$ cat config.mk
export PLATFORM = sky130hd
export DESIGN_NAME = pc
export DESIGN_NICKNAME = d
export VERILOG_FILES = /design/src/rtl/pc_pkg.sv /design/src/rtl/pc_next_sel.sv /design/src/rtl/pc.sv
export SDC_FILE = /design/constraint.sdc
export NUM_CORES = 1
export LEC_CHECK = 0
export ABC_AREA = 1
export BUFFER_PORTS_ARGS = -buffer_cell sky130_fd_sc_hd__buf_2
export CORE_MARGIN = 2
export CORE_UTILIZATION = 35
export CTS_CLUSTER_DIAMETER = 60
export DETAILED_ROUTE_END_ITERATION = 6
export GPL_TIMING_DRIVEN = 0
export PLACE_DENSITY = 0.54
export SYNTH_ARGS = -nofsm -noshare
export SYNTH_HDL_FRONTEND = slang
export SYNTH_HIERARCHICAL = 1
export SYNTH_SLANG_ARGS = --single-unit
$ cat constraint.sdc
create_clock -name clk -period 2.08 [get_ports clk]
set_clock_uncertainty 0.1 [all_clocks]
set_input_delay 0 -clock clk [delete_from_list [all_inputs] [get_ports clk]]
set_output_delay 0 -clock clk [all_outputs]
set_load 0.05 [all_outputs]
$ cat src/rtl/pc_pkg.sv
// Shared constants, address type and next-PC source selector for the
// fetch-stage program counter.
package pc_pkg;

  localparam int          XLEN_DEFAULT         = 32;
  localparam logic [31:0] RESET_VECTOR_DEFAULT = 32'h0000_0000;
  localparam logic [31:0] TRAP_VECTOR_DEFAULT  = 32'h0000_0100;

  localparam int INSN_BYTES  = 4;
  localparam int CINSN_BYTES = 2;

  typedef logic [XLEN_DEFAULT-1:0] addr_t;

  typedef enum logic [2:0] {
    SEL_RESET,
    SEL_TRAP,
    SEL_REDIRECT,
    SEL_HOLD,
    SEL_SEQ
  } next_sel_e;

endpackage

$ cat src/rtl/pc_next_sel.sv
// Combinational next-PC selection: reset > trap > redirect > stall > sequential.
// A redirect whose effective target is not instruction-aligned diverts to the
// trap vector and raises the misalign flag.
// Optional feature: PC_RVC_EN enables 2-byte sequential steps and 2-byte
// redirect alignment (the misalign flag then never fires).
module pc_next_sel
  import pc_pkg::*;
#(
  parameter int              XLEN         = XLEN_DEFAULT,
  parameter logic [XLEN-1:0] RESET_VECTOR = XLEN'(RESET_VECTOR_DEFAULT),
  parameter logic [XLEN-1:0] TRAP_VECTOR  = XLEN'(TRAP_VECTOR_DEFAULT)
) (
  input  logic            reset,
  input  logic            stall,
  input  logic            redirect_valid,
  input  logic [XLEN-1:0] redirect_target,
  input  logic            trap,
  input  logic [XLEN-1:0] pc,
`ifdef PC_RVC_EN
  input  logic            is_compressed,
`endif
  output logic [XLEN-1:0] next_pc,
  output logic            misalign
);

  next_sel_e       sel;
  logic [XLEN-1:0] eff_target;
  logic [XLEN-1:0] seq_pc;
  logic            target_bad;

  // JALR semantics: bit0 of the target is always discarded.
  assign eff_target = redirect_target & ~XLEN'(1);

`ifdef PC_RVC_EN
  assign seq_pc     = pc + (is_compressed ? XLEN'(CINSN_BYTES) : XLEN'(INSN_BYTES));
  // Bit0 is already cleared, so a 2-byte aligned target is always legal.
  assign target_bad = 1'b0;
`else
  assign seq_pc     = pc + XLEN'(INSN_BYTES);
  assign target_bad = eff_target[1];
`endif

  // Priority encode the source of the next PC.
  always_comb begin
    sel = SEL_SEQ;
    if (!reset)              sel = SEL_RESET;
    else if (trap)           sel = SEL_TRAP;
    else if (redirect_valid) sel = SEL_REDIRECT;
    else if (stall)          sel = SEL_HOLD;
  end

  // Mux the selected source; a misaligned redirect lands on the trap vector.
  always_comb begin
    next_pc  = seq_pc;
    misalign = 1'b0;
    unique case (sel)
      SEL_RESET:    next_pc = RESET_VECTOR;
      SEL_TRAP:     next_pc = TRAP_VECTOR;
      SEL_REDIRECT: begin
        if (target_bad) begin
          next_pc  = TRAP_VECTOR;
          misalign = 1'b1;
        end else begin
          next_pc  = eff_target;
        end
      end
      SEL_HOLD:     next_pc = pc;
      SEL_SEQ:      next_pc = seq_pc;
      default:      next_pc = seq_pc;
    endcase
  end

endmodule

$ cat src/rtl/pc.sv
// Fetch-stage program counter register with redirect, trap and stall support,
// plus registered misaligned-redirect reporting.
// Optional feature: PC_RVC_EN adds is_compressed / pc_next_seq for RVC fetch.
module pc
  import pc_pkg::*;
#(
  parameter int              XLEN         = XLEN_DEFAULT,
  parameter logic [XLEN-1:0] RESET_VECTOR = XLEN'(RESET_VECTOR_DEFAULT),
  parameter logic [XLEN-1:0] TRAP_VECTOR  = XLEN'(TRAP_VECTOR_DEFAULT)
) (
  input  logic            clk,
  input  logic            reset,
  input  logic            stall,
  input  logic            redirect_valid,
  input  logic [XLEN-1:0] redirect_target,
  input  logic            trap,
`ifdef PC_RVC_EN
  input  logic            is_compressed,
  output logic [XLEN-1:0] pc_next_seq,
`endif
  output logic [XLEN-1:0] pc_out,
  output logic [XLEN-1:0] pc_plus4,
  output logic            misalign_err,
  output logic [XLEN-1:0] misalign_addr
);

  logic [XLEN-1:0] next_pc;
  logic            misalign;

  pc_next_sel #(
    .XLEN         (XLEN),
    .RESET_VECTOR (RESET_VECTOR),
    .TRAP_VECTOR  (TRAP_VECTOR)
  ) u_next_sel (
    .reset           (reset),
    .stall           (stall),
    .redirect_valid  (redirect_valid),
    .redirect_target (redirect_target),
    .trap            (trap),
    .pc              (pc_out),
`ifdef PC_RVC_EN
    .is_compressed   (is_compressed),
`endif
    .next_pc         (next_pc),
    .misalign        (misalign)
  );

  assign pc_plus4 = pc_out + XLEN'(INSN_BYTES);

`ifdef PC_RVC_EN
  assign pc_next_seq = pc_out + (is_compressed ? XLEN'(CINSN_BYTES) : XLEN'(INSN_BYTES));
`endif

  // PC and error reporting registers; reset overrides every other input.
  always_ff @(posedge clk) begin
    if (!reset) begin
      pc_out        <= RESET_VECTOR;
      misalign_err  <= 1'b0;
      misalign_addr <= '0;
    end else begin
      pc_out       <= next_pc;
      misalign_err <= misalign;
      if (misalign) misalign_addr <= redirect_target;
    end
  end

endmodule

==> summary.md, run 1 <==
| Metric | Value |
|---|---|
| Status | finished, final reports clean |
| Unrepaired setup endpoints after global routing | false |
| Initial Util | 0.357 |
| Antenna Nets Post-Route | 0 |
| Async SR Flop Fraction | 0 |
| Fin crit share | 0.932 |
| Mapped Nets | 806 |
| FF+latch count, synth | 65 |
| Initial antenna violation count | 0 |
| GP Congestion | 0.867 |
| Htree depth | 3 |
| CTS Buf Count | 9 |
| HPWL Detailed | 11,500 um |
| CP Data Arrival Time | 1.84 ns |
| Post-synth EDFFs | 0 |
| Clk slew on worst S/H paths | 0.06 ns |
| Fin. Hold Viols | 0 |
| Mean routed wirelength per cell | 13.5 um |
| Die width | 118 um |
| Cell area after synthesis | 4510 um2 |
| Syn_area_per_cell | 5.88 um2 |
| Synthesized instance count | 767 |
| Fin. max-slew vios | 0 |
| Top Ports | between 100 and 150 |
| First DRT Iteration DRCs | between 200 and 300 |
| Share of cells above drive strength 1 | 0.247 |
| VDD IR max | 521 uV |
| Initial DRT Pass Iterations | 4 |
| Die Y | around 120 um |
| Cell variety after synth | 33 |
| Residual DRC | 0 |
| Diodes inserted | 0 |
| Clk buf depth | 2 |
| Synth top area cells | dfxtp_1 29%, nand2_1 22%, nor2_1 11%, inv_1 8.4%, o21ai_0 5.3% |
| WP data required | 1.98 ns |
| Number of global-route vias before repair | 5,020 |
| Post-synthesis sequential area ratio | 0.289 |
| CP Max Fanout | 6 |
| Synth top cells by count | 263 x nand2_1, 134 x nor2_1, 101 x inv_1, 65 x dfxtp_1, 48 x o21ai_0 |
| Port buffer count | 132 |
| Post-CTS setup buffer count | 0 |
| Area Overhead vs Synth | 37.9% |
| Synth warn | 6 |
| Vias per cell | 4.62 |
| Yosys top cell by area | dfxtp_1 |
| Primary FF master, synth | dfxtp_1 |
| Tot Pwr | ~3.4 mW |
| Worst-margin pin slew | 0.595 ns |
| First-pass GRT wire length | ~25,000 um |
| GRT Total Usage | 0.219 |
| CTS tree | done |
| WS Path Type | reg2out |
| Setup crit end kind | primary output |
| Crit start category | flop |
| Pwr per Cell Area | 540 nW/um2 |
| TNS Setup | 0 ns |
| Routed via count | about 5,200 |
| Slew Limit Headroom | 0.603 |
| Gr ovfl total | 0 |
| Fin crit period | slightly below 2 ns |
| Fillers | 1,356 |
| Final setup viols | 0 |
| Die area | roughly 14,000 um2 |
| Clock Sinks | 65 |
| Nets | 984 |
| Largest net degree at the start of global routing | 12 |
| Fmax | 0.516 GHz |
| Max-Cap Viols | 0 |
| Skew-Pair Late Insertion Delay | 0.33 ns |
| Top cell type's share of synthesized area | 0.289 |
| Core area | 12,600 um2 |
| HP Class | in2reg |
| LEAKAGE | 3.15 nW |
| Clk Tree Root Cell | clkbuf_16 |
| Std-Cell Rows | 41 |
| Count leader, synth | nand2_1 |
| Routed wire length | 15,100 um |
worst paths after layout:
check	start	end	slack (ns)	depth (start not counted)
max	pc_out[2]	pc_plus4[14]	0.14	7
min	stall	pc_out[14]	0.17	6
max reg2reg	pc_out[2]	pc_out[8]	0.29	8
min reg2reg	misalign_addr[25]	misalign_addr[25]	0.40	2
repair_timing:
| action | CTS | global route |
|---|---|---|
| gates cloned | 0 | 0 |
| gates resized for setup | 12 | 29 |
| hold endpoints to repair | 52 | 0 |
| setup endpoints to repair | 11 | 25 |
| pin swaps | 0 | 2 |
| hold buffers | 35 | 0 |
placed cells by master (no fill, tap or decap), types with 3 or more instances in the layout:
master / count
nor2_2: 8
nand2_1: 262
o21ai_0: 48
nand2_2: 9
inv_1: 100
a21oi_1: 21
dfxtp_2: 21
clkbuf_8: 3
clkinvlp_4: 3
nand3b_1: 8
xnor2_2: 4
xor2_1: 6
nor2_8: 3
xor2_2: 9
nor2_1: 133
o211ai_1: 5
clkbuf_16: 9
nor2_4: 11
o21ai_1: 3
buf_2: 128
clkbuf_1: 12
nand3_1: 26
a31oi_1: 3
xnor2_1: 3
buf_4: 10
dfxtp_1: 42
a21oi_2: 3
dlygate4sd3_1: 35
worst max-delay path, stage by stage, from the launching register on:
cell,delay (ns)
dfxtp_4,0.39
ha_2,0.21
nand2_1,0.07
nor2_2,0.12
nand2_2,0.13
nor2_4,0.20
xor2_2,0.16
buf_4,0.21
metal layers:
layer  GRT usage  vias up  part of all wire
li1            -     2681                 -
met1       0.292     2308              0.47
met2       0.359      174              0.46
met3      0.0325       20             0.052
met4      0.0813        0             0.024
met5           0        -                 0
cell type report:
type | count | area (um2) | area share
Clock buffer | 12 | 267 | 0.0428
Timing Repair Buffer | 167 | 1040 | 0.167
Buffer | 22 | 113 | 0.0181
Tap cell | 172 | 215 | 0.0346
Clock inverter | 4 | 50.0 | 0.00805
Multi-Input combinational cell | 577 | 2810 | 0.452
Sequential cell | 65 | 1340 | 0.215
Inverter | 103 | 390 | 0.0628
cells by family after synthesis:
family | Yosys count | synth area share
xor gates and xnor gates | 22 | 0.0461
DFF | 65 | 0.289
buffers and inverters | 125 | 0.111
and+or+nand+nor | 469 | 0.449
adders and majority gates | 2 | 0.00555
AOI/OAI and AO/OA | 84 | 0.0999
flip-flops by register name (all words and copies together), names as in the netlist:
signal and flops:
misalign_addr 32, misalign_err 1, pc_out 32
where the power goes:
group	total (mW)	switching (mW)	internal (mW)
clock	1.60	0.574	1.02
combinational	0.445	0.300	0.145
sequential	1.32	0.0403	1.28
total	3.36	0.915	2.45
metrics by stage:
step / cell area (um2) / std cells / util / hold WS, ns / setup slack, ns
final: 6220 / 1122 / 0.493 / 0.170 / 0.141
after floorplan: 4600 / 767 / - / 0.0349 / 0.0242
after global placement: 5470 / 1071 / 0.434 / 0.132 / 0.160
after CTS: 6170 / 1122 / 0.489 / 0.149 / 0.00486
after global routing: 6220 / 1122 / 0.493 / 0.194 / 0.00473
after detailed placement: 5470 / 1071 / 0.434 / 0.139 / 0.169
Power figures use the tool's default switching activity.
==> inputs of run 2 (changes only) <==
- CORE_ASPECT_RATIO: default -> 1.4
==> summary.md, run 2 (synthesis results as in run 1) <==
| Metric | Value |
|---|---|
| Status | finished, final reports clean (unchanged) |
| WP data required | 1.98 ns (about the same) |
| Clk buf depth | 2 (unchanged) |
| Initial Util | 0.355 (was 0.357) |
| Setup crit end kind | primary output (unchanged) |
| CP Data Arrival Time | 1.88 ns (was 1.84 ns) |
| Commonest non-fill, non-tap cell in the layout | nand2_1 (unchanged) |
| First DRT Iteration DRCs | 245 (was 298) |
| Skew-Pair Late Insertion Delay | 0.33 ns (about the same) |
| Post-CTS setup buffer count | 0 (unchanged) |
| Initial DRT Pass Iterations | 5 (was 4) |
| Fin crit share | 0.954 (was 0.932) |
| Std-Cell Rows | 49 (was 41) |
| Area Overhead vs Synth | 36.3% (was 37.9%) |
| Antenna Nets Post-Route | 0 (unchanged) |
| Most frequent cells in the layout | 262 x nand2_1, 132 x nor2_1, 130 x buf_2 (was 262 x nand2_1, 133 x nor2_1, 128 x buf_2) |
| CP Max Fanout | 9 (was 6) |
| Diodes inserted | 0 (unchanged) |
| Critical path startpoint | pc_out[14] (was pc_out[2]) |
| Final setup viols | 0 (unchanged) |
| Top Ports | 134 (unchanged) |
| Routed wire length | 15,000 um (was 15,100 um) |
| Fmax | 0.504 GHz (was 0.516 GHz) |
| Initial antenna violation count | 0 (unchanged) |
| WS Path Type | reg2out (unchanged) |
| VDD IR max | 416 uV (was 521 uV) |
| GP Congestion | 0.833 (was 0.867) |
| CTS tree | done (unchanged) |
| Core area | 12,700 um2 (was 12,600 um2) |
| CTS Buf Count | 9 (unchanged) |
| HPWL Detailed | 11,600 um (was 11,500 um) |
| Largest net degree at the start of global routing | 12 (unchanged) |
| Post-layout instance area | 6150 um2 (was 6220 um2) |
| Share of cells above drive strength 1 | 0.243 (was 0.247) |
| Nets | 984 (unchanged) |
| Largest regs | misalign_addr x32, pc_out x32, misalign_err x1 (unchanged) |
| Slack of the critical path | 0.0964 ns (was 0.141 ns) |
| Unrepaired setup endpoints after global routing | false (unchanged) |
| Fin. Hold Viols | 0 (unchanged) |
| HP Class | in2reg (unchanged) |
| Setup WS pre-CTS | 0.0814 ns (was 0.169 ns) |
| Fin crit period | 1.98 ns (was 1.94 ns) |
| Max-Cap Viols | 0 (unchanged) |
| Hold Path Origin | stall (unchanged) |
| Clock Sinks | 65 (unchanged) |
| Fin. max-slew vios | 0 (unchanged) |
| Worst-margin pin slew | 0.612 ns (was 0.595 ns) |
| Vias per cell | 4.59 (was 4.62) |
| LEAKAGE | 3.13 nW (was 3.15 nW) |
| Pwr per Cell Area | 516 nW/um2 (was 540 nW/um2) |
| Number of global-route vias before repair | 4,757 (was 5,020) |
| Mean routed wirelength per cell | 13.6 um (was 13.5 um) |
| Routed via count | 5,068 (was 5,183) |
| Tot Pwr | 3.17 mW (was 3.36 mW) |
| Die area | 13,800 um2 (about the same) |
| Port buffer count | 132 (unchanged) |
| Residual DRC | 0 (unchanged) |
| Htree depth | 3 (unchanged) |
| Die width | 99.9 um (was 118 um) |
| TNS Setup | 0 ns (unchanged) |
| First-pass GRT wire length | 23,900 um (was 24,600 um) |
| Crit start category | flop (unchanged) |
| GRT Total Usage | 0.219 (about the same) |
| Clk slew on worst S/H paths | 0.05 ns (was 0.06 ns) |
| Die Y | 138 um (was 118 um) |
| Gr ovfl total | 0 (unchanged) |
| Worst R2R Start | pc_out[3] (was pc_out[2]) |
| Clk Tree Root Cell | clkbuf_16 (unchanged) |
| Slew Limit Headroom | 0.592 (was 0.603) |
| Post-DP Area | 5450 um2 (was 5470 um2) |
==> run 2: final timing paths <==
check                           cells past startpoint                end  slack, ns
worst max-delay path                                7       pc_plus4[21]        0.1
worst max register to register                      8         pc_out[16]       0.22
worst min register to register                      2  misalign_addr[13]       0.39
worst min-delay path                                6         pc_out[14]       0.14
==> run 2: layout make-up <==
| type | instances | area (um2) |
|---|---|---|
| fillers | 1412 | 6550 |
| multi-input cells | 577 | 2820 |
| flip-flops and latches | 65 | 1330 |
| repair buffers | 167 | 1030 |
| inverters | 103 | 390 |
| clock buffers | 13 | 260 |
| well taps | 153 | 191 |
| plain buffers | 22 | 113 |
| clock inverters | 3 | 15.0 |
==> run 2: repair_timing <==
item	in CTS	in global routing
hold buffers	35	0
cloned	0	0
gates resized for setup	12	22
endpoints found under the hold margin	58	0
setup endpoints to repair	14	33
pin swaps	0	1
==> run 2: through the flow <==
| step | hold slack [ns] | util | std cells |
|---|---|---|---|
| 3_5_place_dp | 0.131 | 0.429 | 1052 |
| 4_1_cts | 0.131 | 0.481 | 1103 |
| 5_1_grt | 0.182 | 0.484 | 1103 |
| 3_3_place_gp | 0.137 | 0.429 | 1052 |
| 6_report | 0.141 | 0.484 | 1103 |
| 2_1_floorplan | 0.0349 | - | 767 |
==> run 2: report_power, final <==
group	switching [mW]	internal [mW]
combinational	0.299	0.145
clock	0.544	0.866
sequential	0.0383	1.28
total	0.881	2.29
==> run 2: routing by layer <==
layer | GRT usage | up-vias | share of wire
li1 | - | 2694 | -
met2 | 0.385 | 143 | 0.51
met1 | 0.270 | 2215 | 0.43
met3 | 0.0258 | 16 | 0.042
met4 | 0.0836 | 0 | 0.022
met5 | 0 | - | 0
==> run 2: critical path: stages (launching register included) <==
cell and delay (ns):
dfxtp_2 0.44, nand2_1 0.11, nor2_1 0.25, nand2_1 0.18
nor2_8 0.16, nand3b_1 0.09, nand2_1 0.06, buf_2 0.25
==> inputs of run 3 (changes only) <==
- clock period: 2.08 -> 2.11 ns (I/O delays scaled with it)
==> summary.md, run 3 (synthesis results as in run 1) <==
| Metric | Value |
|---|---|
| Final setup viols | 0 (unchanged) |
| Die area | 13,800 um2 (unchanged) |
| Top Ports | 134 (unchanged) |
| Fin. max-slew vios | 0 (unchanged) |
| Hold-critical path depth | 5 (was 6) |
| R2R depth | 11 (was 8) |
| Slack of the critical path | 0.122 ns (was 0.0964 ns) |
| GP Congestion | 0.844 (was 0.833) |
| Area Overhead vs Synth | 36.5% (was 36.3%) |
| Routed wire length | 14,900 um (was 15,000 um) |
| Worst R2R Start | pc_out[5] (was pc_out[3]) |
| LEAKAGE | 3.15 nW (was 3.13 nW) |
| Port buffer count | 132 (unchanged) |
| Nets | 984 (unchanged) |
| WP data required | 2.01 ns (was 1.98 ns) |
| Clk Tree Root Cell | clkbuf_16 (unchanged) |
| GR Util met2 | 0.363 (was 0.385) |
| CP Max Fanout | 9 (unchanged) |
| Tot Pwr | 3.29 mW (was 3.17 mW) |
| Status | finished, final reports clean (unchanged) |
| Largest regs | misalign_addr x32, pc_out x32, misalign_err x1 (unchanged) |
| Residual DRC | 0 (unchanged) |
| Htree depth | 3 (unchanged) |
| Mean routed wirelength per cell | 13.5 um (was 13.6 um) |
| Routed via count | 5,060 (was 5,068) |
| HP Class | in2reg (unchanged) |
| GRT Total Usage | 0.213 (was 0.219) |
| Setup crit end kind | primary output (unchanged) |
| First DRT Iteration DRCs | 230 (was 245) |
| Max-Cap Viols | 0 (unchanged) |
| Diodes inserted | 0 (unchanged) |
| Most frequent cells in the layout | 263 x nand2_1, 132 x nor2_1, 132 x buf_2 (was 262 x nand2_1, 132 x nor2_1, 130 x buf_2) |
| Clk buf depth | 2 (unchanged) |
| Register area | 1330 um2 (about the same) |
| Std-Cell Rows | 49 (unchanged) |
| First-pass GRT wire length | 23,400 um (was 23,900 um) |
| Slew Limit Headroom | 0.612 (was 0.592) |
| Share of cells above drive strength 1 | 0.238 (was 0.243) |
| Post-DP Area | 5440 um2 (was 5450 um2) |
| Vias per cell | 4.59 (about the same) |
| VDD IR max | 522 uV (was 416 uV) |
| Largest net degree at the start of global routing | 12 (unchanged) |
| Fin cells | 1,103 (unchanged) |
| Crit start category | flop (unchanged) |
| Die width | 99.9 um (unchanged) |
| R2R Path End | pc_out[29] (was pc_out[16]) |
| Hold Slack | 0.0281 ns (was 0.141 ns) |
| Reg2Reg Setup Slack | 0.25 ns (was 0.22 ns) |
| Die Y | 138 um (unchanged) |
| Hold Path Sink | pc_out[8] (was pc_out[14]) |
| Hold Path Origin | redirect_valid (was stall) |
| HPWL Detailed | 11,600 um (about the same) |
| GR Util met3 | 0.0238 (was 0.0258) |
| Initial DRT Pass Iterations | 5 (unchanged) |
| Gr ovfl total | 0 (unchanged) |
| Antenna Nets Post-Route | 0 (unchanged) |
| Initial Util | 0.355 (unchanged) |
| Fillers | 1,386 (was 1,412) |
| Initial antenna violation count | 0 (unchanged) |
| Placed Cells | 1,052 (unchanged) |
| Core area | 12,700 um2 (unchanged) |
| Fin crit period | 1.99 ns |
| Met1 GRT Util | 0.271 (was 0.270) |
| Worst-margin pin slew | 0.582 ns (was 0.612 ns) |
| WS Path Type | reg2out (unchanged) |
| Clock Sinks | 65 (unchanged) |
| GRT Max-Usage Layer | met2 (unchanged) |
| Area of the multi-input gates | 2800 um2 (was 2820 um2) |
| CTS tree | done (unchanged) |
| Commonest non-fill, non-tap cell in the layout | nand2_1 (unchanged) |
| Skew-Pair Late Insertion Delay | 0.33 ns (about the same) |
| Setup WS pre-CTS | 0.150 ns (was 0.0814 ns) |
| Pwr per Cell Area | 534 nW/um2 (was 516 nW/um2) |
| Post-layout instance area | 6160 um2 (was 6150 um2) |
| Clk slew on worst S/H paths | 0.06 ns (was 0.05 ns) |
| Fin crit share | 0.942 |
| CTS Buf Count | 9 (unchanged) |
| CP Data Arrival Time | 1.89 ns (was 1.88 ns) |
| Fin. Hold Viols | 0 (unchanged) |
| Number of global-route vias before repair | 4,641 (was 4,757) |
| Fmax | just over 0.5 GHz |
==> run 3: cell types whose count changed in the layout (fill, tap and decap cells not counted), sizes merged <==
cell,before,now
buf,138,142
clkbuf,29,27
clkinv,4,2
bufinv,0,1
dlygate4sd3,35,34
==> run 3: report_power, final <==
group | internal [mW] | switching, mW
logic | 0.141 | 0.293
registers | 1.26 | 0.0378
clock network | 1.01 | 0.546
==> run 3: how the worst max path moves through the flow <==
| stage | start | endpoint | slack [ns] |
|---|---|---|---|
| 2_1_floorplan | pc_out[3] | pc_plus4[12] | -0.04 |
| 3_3_place_gp | pc_out[10] | pc_out[29] | 0.13 |
| 3_5_place_dp | pc_out[10] | pc_out[29] | 0.15 |
| 4_1_cts | pc_out[15] | pc_plus4[25] | 0.03 |
| 5_1_grt | pc_out[5] | pc_plus4[28] | -0.01 |
| 6_report | pc_out[14] | pc_plus4[25] | 0.12 |
==> run 3: metal layers <==
metal | routed length [um] | vias to the layer above
li1 | - | 2692
met1 | 6440 | 2204
met2 | 7370 | 141
met3 | 608 | 23
met4 | 448 | 0
met5 | 0 | -
==> run 3: area by class of cell <==
type | count | share of cell area
Sequential cell | 65 | 0.215
Clock inverter | 2 | 0.00569
Timing Repair Buffer | 167 | 0.166
Clock buffer | 14 | 0.0445
Tap cell | 153 | 0.0311
Multi-Input combinational cell | 577 | 0.455
Buffer | 22 | 0.0183
Inverter | 103 | 0.0634
==> run 3: metrics by stage <==
stage	TNS (ns)	utilization
after floorplan	-0.0702	-
after global placement	0	0.429
after detailed placement	0	0.429
after CTS	0	0.482
after global routing	-0.0102	0.485
final	0	0.485
==> run 3: critical path, stage by stage (launching register included) <==
cell	delay [ns]
dfxtp_2	0.45
nand2_1	0.12
nor2_1	0.25
nand2_1	0.18
nor2_8	0.16
nand3b_1	0.09
nand2_1	0.06
buf_2	0.25
==> run 3: what timing repair did <==
action / CTS / global route
gates resized for setup: 9 / 19
endpoints found under the hold margin: 55 / 0
endpoints found under the setup margin: 14 / 24
setup buffers: 0 / 1
pin swaps: 0 / 2
hold buffers: 34 / 0
